===== config.mk =====
export PLATFORM = sky130hd
export DESIGN_NAME = instr_fetch_flat
export DESIGN_NICKNAME = d
export VERILOG_FILES = /design/src/rtl/cpu_pkg.sv /design/src/rtl/instr_fetch_if.sv /design/src/rtl/fetch_timer.sv /design/src/rtl/instr_fetch.sv /design/src/flat_wrapper.sv
export SDC_FILE = /design/constraint.sdc
export NUM_CORES = 1
export LEC_CHECK = 0
export BUFFER_PORTS_ARGS = -buffer_cell sky130_fd_sc_hd__buf_2
export CAP_MARGIN = 20
export CORE_ASPECT_RATIO = 0.6
export CORE_MARGIN = 10
export CORE_UTILIZATION = 35
export CTS_CLUSTER_DIAMETER = 100
export DETAILED_ROUTE_END_ITERATION = 10
export PLACE_DENSITY = 0.62
export SETUP_SLACK_MARGIN = 0.4
export SLEW_MARGIN = 20
export SYNTH_ARGS = -nofsm -noshare
export SYNTH_HDL_FRONTEND = slang
export SYNTH_SLANG_ARGS = --single-unit

===== constraint.sdc =====
create_clock -name clk -period 2.1 [get_ports clk]
set_clock_uncertainty 0.1 [all_clocks]
set_input_delay 0.42 -clock clk [delete_from_list [all_inputs] [get_ports clk]]
set_output_delay 0.42 -clock clk [all_outputs]
set_load 0.05 [all_outputs]

===== src/rtl/cpu_pkg.sv =====
// Shared CPU definitions: fetch FSM states, bus widths and the reset instruction.
package cpu_pkg;

  typedef enum logic [2:0] {
    IDLE = 3'd0,
    REQ  = 3'd1,
    WAIT = 3'd2,
    DONE = 3'd3,
    ERR  = 3'd4
  } fetch_state_e;

  localparam int CPU_AW     = 32;
  localparam int CPU_DW     = 32;
  localparam int WORD_BYTES = 4;

  localparam logic [31:0] INSTR_NOP = 32'h0000_0000;

  // A word address has its two byte-offset bits clear.
  function automatic logic is_word_aligned(input logic [1:0] low_bits);
    return (low_bits == 2'b00);
  endfunction

endpackage


===== src/rtl/instr_fetch_if.sv =====
// Instruction-memory read port: req/ready request phase, rvalid/rdata response phase.
interface instr_fetch_if #(
    parameter int AW = 32,
    parameter int DW = 32
);
    // Request: mem_addr is stable while mem_req=1; the request is taken in the
    // cycle where mem_req=1 and mem_ready=1. Response: one cycle of mem_rvalid=1
    // carries mem_rdata, and it only counts after the request has been taken.
    logic          mem_req;
    logic [AW-1:0] mem_addr;
    logic          mem_ready;
    logic          mem_rvalid;
    logic [DW-1:0] mem_rdata;

    modport master (
        output mem_req,
        output mem_addr,
        input  mem_ready,
        input  mem_rvalid,
        input  mem_rdata
    );

    modport slave (
        input  mem_req,
        input  mem_addr,
        output mem_ready,
        output mem_rvalid,
        output mem_rdata
    );
endinterface


===== src/rtl/fetch_timer.sv =====
// Saturating cycle counter with clear, load and enable; tc flags the last allowed cycle.
module fetch_timer #(
    parameter int TIMEOUT = 16,
    parameter int CW      = $clog2(TIMEOUT)
) (
    input  logic          clk,
    input  logic          rst_n,
    input  logic          clr,
    input  logic          load,
    input  logic [CW-1:0] load_val,
    input  logic          en,
    output logic          tc
);
    localparam logic [CW-1:0] LAST = CW'(TIMEOUT - 1);

    logic [CW-1:0] cnt;

    // Clear has priority so a fresh request always starts from zero.
    always_ff @(posedge clk or negedge rst_n) begin
        if (!rst_n) begin
            cnt <= '0;
        end else if (clr) begin
            cnt <= '0;
        end else if (load) begin
            cnt <= load_val;
        end else if (en && (cnt != LAST)) begin
            cnt <= cnt + 1'b1;
        end
    end

    assign tc = (cnt == LAST);

endmodule


===== src/rtl/instr_fetch.sv =====
// Instruction fetch: reads one word at pc_q, loads the IR and pulses PC write with PC+4.
module instr_fetch
    import cpu_pkg::*;
#(
    parameter int AW      = CPU_AW,
    parameter int DW      = CPU_DW,
    parameter int TIMEOUT = 16
) (
    input  logic              clk,
    input  logic              rst_n,
    input  logic              fetch_start,
    input  logic [AW-1:0]     pc_q,
    instr_fetch_if.master     bus,
    output logic [DW-1:0]     ir,
    output logic [AW-1:0]     npc,
    output logic              pc_wr,
    output logic              fetch_done,
    output logic              busy,
    output logic              fetch_err,
    output fetch_state_e      state_dbg
);
    localparam int CW = $clog2(TIMEOUT);

    fetch_state_e  state;
    logic          req_q;
    logic [AW-1:0] addr_q;
    logic          can_start;
    logic          aligned;
    logic          start_ok;
    logic          tmr_en;
    logic          tmr_tc;

    assign can_start = (state == IDLE) || (state == ERR);
    assign aligned   = is_word_aligned(pc_q[1:0]);
    assign start_ok  = can_start && fetch_start && aligned;
    assign tmr_en    = (state == REQ) || (state == WAIT);

    fetch_timer #(
        .TIMEOUT (TIMEOUT),
        .CW      (CW)
    ) u_timer (
        .clk      (clk),
        .rst_n    (rst_n),
        .clr      (start_ok),
        .load     (1'b0),
        .load_val ({CW{1'b0}}),
        .en       (tmr_en),
        .tc       (tmr_tc)
    );

    // Progress (ready in REQ, rvalid in WAIT) is tested before the timer so it wins ties.
    always_ff @(posedge clk or negedge rst_n) begin
        if (!rst_n) begin
            state      <= IDLE;
            req_q      <= 1'b0;
            addr_q     <= '0;
            ir         <= DW'(INSTR_NOP);
            npc        <= '0;
            pc_wr      <= 1'b0;
            fetch_done <= 1'b0;
            busy       <= 1'b0;
            fetch_err  <= 1'b0;
        end else begin
            pc_wr      <= 1'b0;
            fetch_done <= 1'b0;
            case (state)
                IDLE, ERR: begin
                    if (fetch_start) begin
                        if (!aligned) begin
                            state     <= ERR;
                            fetch_err <= 1'b1;
                        end else begin
                            state     <= REQ;
                            fetch_err <= 1'b0;
                            addr_q    <= pc_q;
                            req_q     <= 1'b1;
                            busy      <= 1'b1;
                        end
                    end
                end
                REQ: begin
                    if (bus.mem_ready) begin
                        state <= WAIT;
                        req_q <= 1'b0;
                    end else if (tmr_tc) begin
                        state     <= ERR;
                        req_q     <= 1'b0;
                        busy      <= 1'b0;
                        fetch_err <= 1'b1;
                    end
                end
                WAIT: begin
                    if (bus.mem_rvalid) begin
                        state      <= DONE;
                        ir         <= bus.mem_rdata;
                        npc        <= addr_q + AW'(WORD_BYTES);
                        pc_wr      <= 1'b1;
                        fetch_done <= 1'b1;
                    end else if (tmr_tc) begin
                        state     <= ERR;
                        busy      <= 1'b0;
                        fetch_err <= 1'b1;
                    end
                end
                DONE: begin
                    state <= IDLE;
                    busy  <= 1'b0;
                end
                default: begin
                    state <= IDLE;
                    req_q <= 1'b0;
                    busy  <= 1'b0;
                end
            endcase
        end
    end

    assign bus.mem_req  = req_q;
    assign bus.mem_addr = addr_q;
    assign state_dbg    = state;

endmodule


===== src/flat_wrapper.sv =====
// flat-port wrapper written by rule: the top's interface ports become plain ports
module instr_fetch_flat import cpu_pkg::*;
#(
    parameter int AW      = CPU_AW,
    parameter int DW      = CPU_DW,
    parameter int TIMEOUT = 16
)
  (clk, rst_n, fetch_start, pc_q, ir, npc, pc_wr, fetch_done, busy, fetch_err, state_dbg, bus_mem_req, bus_mem_addr, bus_mem_ready, bus_mem_rvalid, bus_mem_rdata);
  instr_fetch_if #(.AW(AW), .DW(DW)) bus_i ();
  input  logic clk;
  input  logic rst_n;
  input  logic fetch_start;
  input  logic [AW-1:0] pc_q;
  output logic [DW-1:0] ir;
  output logic [AW-1:0] npc;
  output logic pc_wr;
  output logic fetch_done;
  output logic busy;
  output logic fetch_err;
  output fetch_state_e state_dbg;
  output wire logic [$bits(bus_i.mem_req)-1:0] bus_mem_req;
  output wire logic [$bits(bus_i.mem_addr)-1:0] bus_mem_addr;
  input wire logic [$bits(bus_i.mem_ready)-1:0] bus_mem_ready;
  input wire logic [$bits(bus_i.mem_rvalid)-1:0] bus_mem_rvalid;
  input wire logic [$bits(bus_i.mem_rdata)-1:0] bus_mem_rdata;
  assign bus_mem_req = bus_i.mem_req;
  assign bus_mem_addr = bus_i.mem_addr;
  assign bus_i.mem_ready = bus_mem_ready;
  assign bus_i.mem_rvalid = bus_mem_rvalid;
  assign bus_i.mem_rdata = bus_mem_rdata;
  instr_fetch #(.AW(AW), .DW(DW), .TIMEOUT(TIMEOUT)) u_core (.clk(clk), .rst_n(rst_n), .fetch_start(fetch_start), .pc_q(pc_q), .bus(bus_i), .ir(ir), .npc(npc), .pc_wr(pc_wr), .fetch_done(fetch_done), .busy(busy), .fetch_err(fetch_err), .state_dbg(state_dbg));
endmodule

==> results.tsv <==
stage	metric	value	unit
placed_design	Placer Congestion	0.829	
drt	DRC viols	0	
setup_path	Reg2Reg Setup Slack	-30	ps
setup_path	Critical Path End Type	flop	
clocking	root buffer cell	clkbuf_16	
synth	Post-synth ARST share	1.00	
synth	yosys warns	0	
placed_design	PortBufs	172	
setup_path	most frequent CP cell	or4_4	
floorplanning	Top Ports	173	
synth	Synth Register Bits	107	
synth	number of synthesized flops with an enable pin	0	
floorplanning	die width	170	um
clocking	TritonCTS Buffers	9	
placed_design	post-DP HPWL	11.3	mm
floorplanning	placeable core area	13100	um2
drt	Wirelength per Cell	20.5	um
min_path	hold path endpoint	u_core.ir[19]	
run_status	status	complete, but fails checks	
floorplanning	Initial Utilization	0.363	
setup_path	critical path's largest stage delay	630	ps
global_route	grt total ovfl	0	
global_route	global-route wire length before repair	23.0	mm
setup_path	top fanout value on the critical path	7	
cells_and_area	Final Net Count	769	
clocking	later-pin clock latency in the skew report	350	ps
cells_and_area	area delta synth->final	62.3	%
drt	first-pass iteration count of the detailed router	5	
timing	Slew Limit Fails	0	
floorplanning	die area	18700	um2
timing	Tcrit/Tclk final	1.01	
timing	max_slew headroom	0.639	
drt	Total Wirelength	17.9	mm
setup_path	reg2reg start	u_core.bus.mem_addr[5]	
drt	number of vias per cell	5.15	
setup_path	Crit path required time	2270	ps
power	Comb pwr share	0.496	
synth	Netlist cell types	37	
job	MaxCap Viol Count	0	
timing	post-route minimum period	2130	ps
setup_path	startpoint types	flop	
synth	Avg Cell Area, Syn	9.97	um2
timing	worst hold margin	163	ps
drt	ANT nets after route	0	
clocking	CTS max path bufs	2	
power	post-layout power	0.0103	W
cells_and_area	most common cell after layout, fill and taps aside	buf_2	
power	P_sw	0.00511	W
drt	DR vias	4499	
timing	RSZ-0062 raised after global routing	yes	
setup_path	Slowest cell on crit path	or4_4	
global_route	GRT Resource Usage Total	0.155	
synth	Syn Std Cell Area	4740	um2
timing	Fmax	0.470	GHz
floorplanning	die height	110	um
timing	Fin. Hold Viols	0	
power	Sw Ratio	0.497	
cells_and_area	most frequent cells in the layout	buf_2, dfrtp_1, nand2_2	
min_path	Hold/Removal Path Class	input port to flop	
power	Int Power	0.00517	W
min_path	Hold Startpoint	bus_mem_rdata[19]	
cells_and_area	antenna cells	0	
clocking	clk sinks	107	
run_status	violated checks	setup timing	
cells_and_area	layout cell share with drive strength beyond 1	0.636	
min_path	hold depth	3	
synth	Synthesized Nets	546	
timing	# setup viols final	2	
floorplanning	Rows	32	
synth	post-synthesis sequential area ratio	0.565	
drt	DRT iter0 DRCs	282	
power	sequential share of power	0.330	
timing	Worst Max-Slew Pin Slew	537	ps
clocking	number of H-tree levels	3	
clocking	CTS tree	built	
power	Worst VDD drop	526	uV
power	P_leak	3.65	nW
setup_path	worst-path cell chain	nand4_1 -> or4_4 -> buf_8 -> or4_4 -> a31oi_1	
power	clock power share	0.174	
timing	setup tns final	-44.9	ps
global_route	number of global-route vias before repair	4184	
setup_path	cells on worst reg2reg path	5	
global_route	initial antenna violation count	0	
synth	Synth Instances	475	
timing	Final WS setup	-27.0	ps
power	PwrDens	1340	nW/um2
global_route	largest net degree at the start of global routing	66	
setup_path	Setup CP Type	flop to flop	
synth	Most used DFF post-synth	dfrtp_1	
setup_path	WP data arrival	2290	ps
clocking	Worst-path clk slew	80	ps
setup_path	FF-to-FF End	u_core.npc[29]	
## area by class of cell
type,instances,area (um2)
clock buffers,10,239
clock inverters,6,72.6
fillers,1078,5370
inverters,5,31.3
multi-input cells,336,2670
flip-flops and latches,107,2710
well taps,170,213
repair buffers,239,1750
## power by group through the flow
stage	registers, W	clock network, W	logic, W
2_1_floorplan	0.00563	0	0.000846
3_3_place_gp	0.00323	0	0.00456
3_5_place_dp	0.00327	0	0.00461
4_1_cts	0.00324	0.00182	0.00463
5_1_grt	0.00348	0.00190	0.00536
6_report	0.00339	0.00179	0.00509
## worst max-delay path: cells and delay by family (launching register included)
family / cells / cell delay [ps]
flops: 1 / 360
simple gates: 3 / 1270
compound gates: 1 / 160
buf+inv: 1 / 160
## logic make-up after synthesis
family,count (synthesis),share of synthesized area
compound gates,56,0.0766
xor+xnor,18,0.0333
fa+ha+maj,2,0.00528
buf+inv,32,0.0275
flops,107,0.565
mux,32,0.0756
simple gates,228,0.216
## what timing repair did
item | 4_1_cts | 5_1_grt
setup buffers | 1 | 21
hold buffers | 1 | 0
cloned | 1 | 14
setup endpoints to repair | 70 | 79
resized for setup | 14 | 214
endpoints found under the hold margin | 16 | 0
pin swaps | 6 | 101
## synth_stat cells, types with 5 or more instances
cell / count / area, um2
nand4_1: 8 / 50.1
xnor2_1: 15 / 131
nand3_1: 13 / 65.1
dfrtp_1: 107 / 2680
a31oi_1: 15 / 93.8
clkbuf_1: 20 / 75.1
mux2_2: 30 / 338
inv_1: 5 / 18.8
buf_2: 5 / 25.0
nor3_1: 6 / 30.0
nor2_1: 30 / 113
o31ai_1: 12 / 90.1
nand2_1: 133 / 499
nor4_1: 5 / 31.3
o21ai_1: 16 / 80.1
or4_1: 18 / 135
## metal layers
metal  global-route usage  up-vias  routed length (um)
met5                    0        -                   0
met4               0.0355        0                 113
met3               0.0572       10                1600
met2                0.241      185                8290
met1                0.203     2201                7870
li1                     -     2103                   -
## through the flow
stage | cell area, um2 | util | std cells | setup WS [ps]
3_5_place_dp | 6040 | 0.462 | 819 | -19.5
3_3_place_gp | 6040 | 0.462 | 819 | 54.9
6_report | 7690 | 0.589 | 873 | -27.0
2_1_floorplan | 4950 | - | 475 | -15.8
5_1_grt | 7690 | 0.589 | 873 | -78.7
4_1_cts | 6430 | 0.493 | 838 | 31.8
## worst max-delay path by stage
stage	startpoint	to	slack, ps
2_1_floorplan	u_core.bus.mem_addr[5]	u_core.npc[19]	-20
3_3_place_gp	u_core.bus.mem_addr[8]	u_core.npc[23]	50
3_5_place_dp	u_core.bus.mem_addr[5]	u_core.npc[19]	-20
4_1_cts	u_core.bus.mem_addr[6]	u_core.npc[29]	30
5_1_grt	u_core.bus.mem_addr[5]	u_core.npc[19]	-80
6_report	u_core.bus.mem_addr[5]	u_core.npc[29]	-30
## state kept, by name, summed over array words and instances (netlist names)
signal               count
u_core.npc              32
u_core.fetch_err         1
u_core.pc_wr             1
u_core.state_dbg         3
u_core.u_timer.cnt       4
u_core.bus.mem_addr     32
u_core.busy              1
u_core.bus.mem_req       1
u_core.ir               32
(Power assumes the default switching activity.)
